==> config.mk <==
export PLATFORM = sky130hd
export DESIGN_NAME = guarded_state_fsm
export DESIGN_NICKNAME = d
export VERILOG_FILES = /design/src/rtl/guarded_state_fsm.sv
export SDC_FILE = /design/constraint.sdc
export NUM_CORES = 1
export LEC_CHECK = 0
export CORE_AREA = 10 10 47 49
export DETAILED_ROUTE_END_ITERATION = 12
export DIE_AREA = 0 0 57 59
export PLACE_DENSITY = 0.59
export SKIP_CTS_REPAIR_TIMING = 1
export SYNTH_ARGS = -nofsm -noshare
export SYNTH_HDL_FRONTEND = slang
export SYNTH_SLANG_ARGS = --single-unit
export TNS_END_PERCENT = 5
==> constraint.sdc <==
create_clock -name clk -period 1.1 [get_ports clk]
set_input_delay 0.165 -clock clk [delete_from_list [all_inputs] [get_ports clk]]
set_output_delay 0.165 -clock clk [all_outputs]
set_load 0.005 [all_outputs]
==> src/rtl/guarded_state_fsm.sv <==
// guarded_state_fsm: user-requested state machine with a transition policy,
// an idle timeout back to a safe state, recovery from corrupt state encodings
// and a terminal lock state that only reset can leave.

module guarded_state_fsm #(
  parameter int STATE_W     = 3,
  parameter int NUM_STATES  = 5,
  parameter int SAFE_STATE  = 0,
  parameter int LOCK_STATE  = 4,
  parameter logic [NUM_STATES*NUM_STATES-1:0] TRANS_MASK = '1,
  parameter int TIMEOUT_CYC = 0,
  parameter int DBG_EN      = 0
) (
  input  logic               clk,
  input  logic               rst,
  input  logic               req_valid,
  input  logic [STATE_W-1:0] req_state,
  output logic               req_ready,
  output logic [STATE_W-1:0] out,
  output logic               locked,
  output logic               err_illegal,
  output logic               timeout,
  output logic               err_fault,
  input  logic               dbg_inject,
  input  logic [STATE_W-1:0] dbg_state
);

  // Parameter sanity: refuse to elaborate a configuration that cannot work.
  if (STATE_W < 1) begin : g_bad_width
    $error("guarded_state_fsm: STATE_W must be at least 1");
  end
  if (NUM_STATES < 2 || NUM_STATES > (1 << STATE_W)) begin : g_bad_num
    $error("guarded_state_fsm: NUM_STATES must be in 2..2**STATE_W");
  end
  if (SAFE_STATE < 0 || SAFE_STATE >= NUM_STATES) begin : g_bad_safe
    $error("guarded_state_fsm: SAFE_STATE must be a legal state");
  end
  if (LOCK_STATE < 0 || LOCK_STATE >= NUM_STATES || LOCK_STATE == SAFE_STATE) begin : g_bad_lock
    $error("guarded_state_fsm: LOCK_STATE must be legal and differ from SAFE_STATE");
  end
  if (TIMEOUT_CYC < 0) begin : g_bad_timeout
    $error("guarded_state_fsm: TIMEOUT_CYC must not be negative");
  end
  if (DBG_EN != 0 && DBG_EN != 1) begin : g_bad_dbg
    $error("guarded_state_fsm: DBG_EN must be 0 or 1");
  end

  // The timer only has to reach TIMEOUT_CYC-1, so it is sized for that.
  localparam int TIMER_W = (TIMEOUT_CYC > 1) ? $clog2(TIMEOUT_CYC) : 1;
  localparam logic [TIMER_W-1:0] TIMER_LAST =
    TIMER_W'((TIMEOUT_CYC > 0) ? TIMEOUT_CYC - 1 : 0);

  // One extra bit so NUM_STATES == 2**STATE_W still compares correctly.
  localparam logic [STATE_W:0]   NUM_S  = (STATE_W+1)'(NUM_STATES);
  localparam logic [STATE_W-1:0] SAFE_S = STATE_W'(SAFE_STATE);
  localparam logic [STATE_W-1:0] LOCK_S = STATE_W'(LOCK_STATE);
  localparam logic               TIMER_ON = (TIMEOUT_CYC != 0);
  localparam logic               DBG_ON   = (DBG_EN != 0);

  logic [TIMER_W-1:0] timer;
  logic               state_bad;
  logic               req_in_range;
  logic               mask_ok;
  logic               accept;
  logic               req_legal;
  logic               inject_en;
  logic               timer_run;

  assign state_bad    = ({1'b0, out} >= NUM_S);
  assign req_in_range = ({1'b0, req_state} < NUM_S);
  assign req_ready    = !locked && !state_bad;
  assign accept       = req_valid && req_ready;
  assign req_legal    = req_in_range && mask_ok;
  assign inject_en    = DBG_ON && dbg_inject && !locked;
  assign timer_run    = TIMER_ON && !state_bad && (out != SAFE_S) && (out != LOCK_S);

  // Look up the policy bit for the current (from, to) pair; leaving LOCK is never allowed.
  always_comb begin
    mask_ok = 1'b0;
    for (int f = 0; f < NUM_STATES; f++) begin
      for (int t = 0; t < NUM_STATES; t++) begin
        if (f != LOCK_STATE && out == STATE_W'(f) && req_state == STATE_W'(t)) begin
          mask_ok = TRANS_MASK[f*NUM_STATES + t];
        end
      end
    end
  end

  // State register and registered flags, updated in priority order:
  // reset, debug inject, fault recovery, accept, timeout, hold.
  always_ff @(posedge clk) begin
    if (rst) begin
      out         <= SAFE_S;
      locked      <= 1'b0;
      err_illegal <= 1'b0;
      timeout     <= 1'b0;
      err_fault   <= 1'b0;
      timer       <= '0;
    end else begin
      err_illegal <= 1'b0;
      timeout     <= 1'b0;
      if (inject_en) begin
        out    <= dbg_state;
        locked <= (dbg_state == LOCK_S);
        timer  <= '0;
      end else if (state_bad) begin
        out       <= SAFE_S;
        locked    <= 1'b0;
        err_fault <= 1'b1;
        timer     <= '0;
      end else if (accept) begin
        timer <= '0;
        if (req_legal) begin
          out    <= req_state;
          locked <= (req_state == LOCK_S);
        end else begin
          err_illegal <= 1'b1;
        end
      end else if (timer_run && timer == TIMER_LAST) begin
        out     <= SAFE_S;
        locked  <= 1'b0;
        timeout <= 1'b1;
        timer   <= '0;
      end else if (timer_run) begin
        timer <= timer + TIMER_W'(1);
      end
    end
  end

endmodule

# Yosys cells after proc, flatten, opt, wreduce, memory -nomap -nowiden
# Cells that the tools add are included.
# W data, S select, Z words.
word_totals:
  ff_bits: 6
op_classes:
  bitwise: 1
  muxes: 21
  n_lt_le_gt_ge: 2
  n_eq_ne: 7
  reduce_logical: 30
ops:
  columns: ["cell", "count"]
  rows:
  - ["$logic_and A1 B1 Y1", 23]
  - ["$mux W1", 21]
  - ["$eq A3 B2 Y1 const B", 4]
  - ["$eq A3 B1 Y1 const B", 2]
  - ["$logic_not A3 Y1", 2]
  - ["$eq A3 B3 Y1 const B", 1]
  - ["$ge A3 B3 Y1 const B", 1]
  - ["$lt A3 B3 Y1 const B", 1]
  - ["$reduce_or A3 Y1", 1]
  - ["$logic_not A1 Y1", 2]
  - ["$reduce_and A2 Y1", 1]
  - ["$reduce_or A2 Y1", 1]
  - ["$not A1 Y1", 1]

# Depth between registers and ports, before layout
# Gate-level depths: netlist of run 1.
logic_depth:
  ltp_word: 24
  mapped_depth: 3

# Least setup slack after synthesis of run 1
# OpenSTA, ideal clock, no wires.
synth_path:
  kind: "register to register"
  start: "register locked"
  end: "register out[0]"
  setup_slack_ns: 0.053
  path_buffers: 0
  t_required_ns: 0.982
  setup_ns: 0.118
  arrival_ns: 0.929
  period_less_slack_ns: 1.047
  stages_incl_launch_ff: 4
  cell_sequence: "dfxtp_1 -> or3b_1 -> o21ai_1 -> a21oi_1"
synth_between:
  elab_chain_cells: 4
synth_rtl:
  columns: ["item", "line_no", "text"]
  rows:
  - ["from (decl)", "20", "output logic locked,"]
  - ["from (signal assigned)", "104", "locked <= (dbg_state == LOCK_S);"]
  - ["from (signal assigned)", "115", "locked <= (req_state == LOCK_S);"]
  - ["$logic_not A1 Y1", "71", "assign req_ready = !locked && !state_bad;"]
  - ["$logic_and A1 B1 Y1", "71", null]
  - ["$logic_and A1 B1 Y1", "72", "assign accept = req_valid && req_ready;"]
  - ["$reduce_and A2 Y1 (no source line)", null, null]
  - ["to (signal assigned)", "103", "out <= dbg_state;"]
  - ["to (signal assigned)", "114", "out <= req_state;"]
  - ["to (decl)", "19", "output logic [STATE_W-1:0] out,"]
# Every way passes these cells.
# A chain may end at the register's enable or synchronous reset.

# Worst setup path in the final report of run 1
layout_path:
  start: "register locked"
  end: "output port locked"
# No word-level cell between the ends.

==> results.json, run 1 <==
{
  "die_x_um": 57,
  "vias": 291,
  "avgRoutedWirePerCell_um": 11.0,
  "grt_pass1_wl_um": 1260,
  "final_max_slew_viol_count": 0,
  "startpoint": "locked$_SDFFE_PP0P_",
  "top_layer": "met3",
  "cp.required_ns": 0.94,
  "grt_antenna_before_repair": 0,
  "hold_depth": 2,
  "cts.clk_slew.worst_paths_ns": 0.04,
  "numCtsBuffers": 3,
  "syn_nets": 40,
  "routed_via_density": 4.22,
  "cts_tree": "built",
  "rsz0062_at_grt": "true",
  "end_kind": "output port",
  "regArea_um2": 123,
  "postSynthCellCount": 30,
  "drt_wl_total_um": 759,
  "cp_slowest_stage_delay_ns": 0.52,
  "grt.overflow.total": 0,
  "wl_met2_um": 355,
  "fin_nets": 65,
  "globalplace.congestion": 0.774,
  "crit_family": "buffers and inverters",
  "finalCritPeriodShare_pct": 117,
  "violations": "setup timing",
  "grt_max_degree": 7,
  "io_pins": 18,
  "crit_chain": "clkdlybuf4s50_1",
  "antenna_left": 0,
  "cts-root-buf": "clkbuf_4",
  "area_growth_pct": 84.8,
  "slowest_stage": "clkdlybuf4s50_1",
  "hold_path_class": "reg -> reg",
  "syn_area_um2": 279,
  "multiInputGateArea_um2": 151,
  "synth-seq-cells": 6,
  "crit_type": "reg -> out",
  "num_rows": 14,
  "first_pass_iters": 3,
  "core_um2": 1400,
  "wl_met3_um": 68,
  "first_global_vias": 311,
  "dieArea_um2": 3360,
  "track_usage_pct": 4.79,
  "powerDensity_nw_per_um2": 1030,
  "setup_ws_ns": -0.186,
  "critPathMaxFanout": 6,
  "power_leakage_uw": 0.000286,
  "crit_buf_inv": 1,
  "fillers": 159,
  "hold_viol_final": 0,
  "fin_area_um2": 515,
  "cts_sinks": 6,
  "cp.arrival_ns": 1.12,
  "drcViolationCount": 0,
  "yosysWarnings": 0,
  "fmax_mhz": 778,
  "clockBufferDepth": 2,
  "min_period_ns": 1.29,
  "reg2reg_depth": 4,
  "placed_area_um2": 479,
  "syn_avg_cell_area_um2": 9.30,
  "cp_num_cells": 1,
  "ys_seq_area_share_pct": 43.0,
  "htree_levels": 1,
  "drv_cap": 0,
  "synth_cell_types": 15,
  "setup_violations": 5,
  "clk_latency_ns": 0.24,
  "drtIter0Drc": 2,
  "dieHeight_um": 59,
  "fin_tns_setup_ns": -0.322,
  "skew_ns": 0.000674,
  "drive_gt1_share_pct": 34.0,
  "antenna_cells": 0,
  "status": "complete, but fails checks",
  "r2r_start": "out[0]$_SDFFE_PP0P_",
  "port_buffers": 12,
  "dp_hpwl_um": 635,
  "ir_worst_vdd_mv": 0.463,
  "drt-met1-wl_um": 335,
  "worstHoldStart": "err_fault$_SDFFE_PP0P_",
  "cp-start-kind": "register",
  "start_util_pct": 19.9
}
## registers in the layout, summed over array words and instances (netlist names)
register and count:
err_fault 1, err_illegal 1, locked 1, out 3
## cell usage in the layout, fill, tap and decap left out, drive strengths merged
| master | synthesis | final |
|---|---|---|
| a21oi | 3 | 3 |
| a41oi | 1 | 1 |
| buf | 1 | 10 |
| clkbuf | 0 | 3 |
| clkdlybuf4s50 | 0 | 6 |
| conb | 1 | 1 |
| dfxtp | 6 | 6 |
| dlymetal6s2s | 0 | 5 |
| inv | 1 | 1 |
| nand3b | 2 | 2 |
| nand4b | 1 | 1 |
| nor2 | 6 | 6 |
| nor3b | 1 | 1 |
| nor4b | 1 | 1 |
| o21a | 2 | 2 |
| o21ai | 2 | 2 |
| or2 | 1 | 1 |
| or3b | 1 | 1 |
## worst min-delay path: stages, from the launching register on
cell and delay, ns:
dfxtp_1 0.32, nor2_1 0.04, nor2_1 0.07
## cell usage after synthesis, drive strengths merged
| master | count | area, µm² |
|---|---|---|
| inv | 1 | 3.75 |
| or3b | 1 | 8.76 |
| or2 | 1 | 8.76 |
| nor4b | 1 | 23.8 |
| nand3b | 2 | 15.0 |
| nor3b | 1 | 7.51 |
| dfxtp | 6 | 120 |
| o21a | 2 | 15.0 |
| buf | 1 | 7.51 |
| a21oi | 3 | 15.0 |
| o21ai | 2 | 10.0 |
| conb | 1 | 3.75 |
| a41oi | 1 | 8.76 |
| nor2 | 6 | 22.5 |
| nand4b | 1 | 8.76 |
## per-stage QoR
stage	total power [µW]	util (%)	instances	hold slack (ns)	setup WS, ns
floorplan	275	-	30	0.237	0.0533
global placement	341	34.2	66	0.453	-0.235
detailed placement	341	34.2	66	0.475	-0.239
CTS	544	35.8	69	0.479	-0.414
global route	571	36.8	69	0.517	-0.237
finish	531	36.8	69	0.468	-0.186
## kinds of logic after synthesis
kind of cell | count (synthesis) | share of synthesized area, %
AOI/OAI and AO/OA | 8 | 17.5
buffers and inverters | 2 | 4.04
DFF | 6 | 43.1
other | 1 | 1.34
and+or+nand+nor | 13 | 34.1
## power by group
group / internal [µW] / switching [µW]
Sequential: 227 / 4.75
Clock: 123 / 73.6
Combinational: 63.6 / 38.4
## routing by layer
metal  vias to the layer above  global-route usage [%]
li1                        153                       -
met1                       131                    4.72
met2                         7                    6.67
met3                         0                    4.08
met4                         0                    3.02
met5                         -                       0
## final cells by class
class	count	area share (%)
clock buffers	3	4.37
flip-flops and latches	6	23.8
well taps	16	3.88
multi-input cells	22	29.4
repair buffers	21	37.9
inverters	1	0.728
## path summary, 6_finish.rpt
check                                         endpoint  slack (ns)
worst max-delay path                            locked       -0.19
worst min-delay path            err_fault$_SDFFE_PP0P_        0.47
worst max register to register  err_illegal$_SDFF_PP0_       -0.07
worst min register to register  err_fault$_SDFFE_PP0P_        0.47
Power figures use the tool's default switching activity.
==> inputs of run 2 (changes only) <==
CTS_CLUSTER_DIAMETER = 50   (was not set)
==> results of run 2 <==
No change in the layout: final DEF, timing and power equal those of run 1.
==> inputs of run 3 (changes only) <==
ABC_AREA = 1   (was not set)
PLACE_DENSITY = not set   (was 0.59)
==> results.json, run 3 <==
{
  "status": "complete, but fails checks",
  "violations": "setup timing",
  "final_max_slew_viol_count": 0,
  "synth_common_cells": "inv_1, nor2_1, dfxtp_1, nand2_1, a21oi_1",
  "first_global_vias": 303,
  "hold_depth": 2,
  "grt.overflow.total": 0,
  "dieHeight_um": 59,
  "reg2reg_depth": 7,
  "place_ws_ns": -0.202,
  "crit_type": "reg -> out",
  "avgRoutedWirePerCell_um": 10.0,
  "syn_avg_cell_area_um2": 7.37,
  "critPathMaxFanout": 2,
  "drive_gt1_share_pct": 28.1,
  "synth_top_cell_by_area": "dfxtp_1",
  "syn_area_um2": 265,
  "fillers": 160,
  "vias": 273,
  "cts_sinks": 6,
  "r2r-end": "out[1]$_SDFFE_PP0P_",
  "hold_path_class": "reg -> reg",
  "num_rows": 14,
  "holdWs_ns": 0.473,
  "antenna_cells": 0,
  "clk_latency_ns": 0.25,
  "die_x_um": 57,
  "drcViolationCount": 0,
  "synth-edff-count": 0,
  "cts-root-buf": "clkbuf_4",
  "regArea_um2": 121,
  "rsz0062_at_grt": "true",
  "dp_hpwl_um": 594,
  "min_period_ns": 1.15,
  "final_cell_count_no_fill": 73,
  "grt_antenna_before_repair": 0,
  "antenna_left": 0,
  "hold_path_end": "err_fault$_SDFFE_PP0P_",
  "cp.required_ns": 0.94,
  "clockBufferDepth": 2,
  "finalCritPeriodShare_pct": 104,
  "multiInputGateArea_um2": 119,
  "first_pass_iters": 1,
  "r2r_start": "out[1]$_SDFFE_PP0P_",
  "syn_nets": 46,
  "globalplace.congestion": 0.717,
  "yosysWarnings": 0,
  "setup_violations": 1,
  "fin_nets": 69,
  "synthTopCellsByArea": "dfxtp_1, inv_1, nor2_1",
  "fin_area_um2": 492,
  "numCtsBuffers": 3,
  "power_leakage_uw": 0.000327,
  "powerDensity_nw_per_um2": 1190,
  "postSynthCellCount": 36,
  "fmax_mhz": 871,
  "cp-start-kind": "register",
  "htree_levels": 1,
  "fin_tns_setup_ns": -0.0478,
  "placed_area_um2": 450,
  "io_pins": 18,
  "top_register": "out",
  "core_um2": 1400,
  "ir_worst_vdd_mv": 0.573,
  "grt_pass1_wl_um": 1170,
  "drt_wl_total_um": 730,
  "end_kind": "output port",
  "final_cell_mix": "inv_1, nor2_1, buf_4, nand2_1, dlymetal6s2s_1",
  "synth-seq-cells": 6,
  "routed_via_density": 3.74,
  "dieArea_um2": 3360,
  "drv_cap": 0,
  "worstHoldStart": "err_fault$_SDFFE_PP0P_",
  "track_usage_pct": 4.80,
  "grt_max_degree": 6,
  "port_buffers": 12,
  "start_util_pct": 18.9,
  "synthDominantCellAreaShare_pct": 45.3,
  "async_flop_share_pct": 0,
  "ys.flop_type": "dfxtp_1",
  "ys_seq_area_share_pct": 45.3,
  "synth_cell_types": 13,
  "cts_tree": "built",
  "largest_reg_flops": 3,
  "cts.clk_slew.worst_paths_ns": 0.04,
  "hold_viol_final": 0,
  "dpl.cell_count": 70,
  "area_growth_pct": 85.4,
  "setup_ws_ns": -0.0478,
  "skew_ns": 0.00324,
  "cp.arrival_ns": 0.98,
  "r2r_slack_ns": 0,
  "drtIter0Drc": 0
}
==> run 3: cell types whose count changed after synthesis, moves of 2 or more <==
cell      previous run  this run
nand3b_1             2         0
inv_1                1         7
o21a_1               2         0
nand2_1              0         6
==> run 3: critical path, stage by stage (launching register included) <==
cell and delay (ns):
dfxtp_2 0.32, o21ai_2 0.15, inv_1 0.07, nor2_1 0.08
clkbuf_2 0.12
==> run 3: through the flow <==
step | utilization, % | total power (µW)
finish | 35.1 | 586
global route | 35.1 | 640
CTS | 33.8 | 608
detailed placement | 32.1 | 395
global placement | 32.1 | 394
floorplan | - | 304
==> run 3: cells by family after synthesis <==
logic type / synth area share [%]
other cells: 1.41
simple gates: 31.6
flops: 45.3
buf+inv: 12.7
compound gates: 8.96
==> run 3: worst max path at each step <==
stage,from,endpoint,slack (ns),cells after the start
after floorplan,out[1]$_SDFFE_PP0P_,out[1]$_SDFFE_PP0P_,0.12,6
after global placement,out[1]$_SDFFE_PP0P_,req_ready,-0.18,4
final,out[1]$_SDFFE_PP0P_,req_ready,-0.05,4
after detailed placement,out[1]$_SDFFE_PP0P_,req_ready,-0.20,4
after global routing,out[1]$_SDFFE_PP0P_,req_ready,-0.15,4
after CTS,out[1]$_SDFFE_PP0P_,req_ready,-0.47,4
==> run 3: layout make-up <==
class | instances | share of cell area (%)
repair buffers | 19 | 37.2
flip-flops and latches | 6 | 24.7
multi-input cells | 22 | 24.2
inverters | 7 | 5.34
clock buffers | 3 | 4.58
well taps | 16 | 4.07
==> run 3: where the power goes <==
group          leakage, µW  internal, µW  switching, µW
Sequential       0.0000495           236           9.38
Combinational     0.000263          81.3           58.8
Clock            0.0000138           123           77.6
==> run 3: routing by layer <==
metal	up-vias	share of wire [%]	track usage [%]
met1	113	32	3.09
li1	147	-	-
met4	0	1.5	3.02
met2	11	47	7.13
met5	-	0	0
met3	2	19	6.44
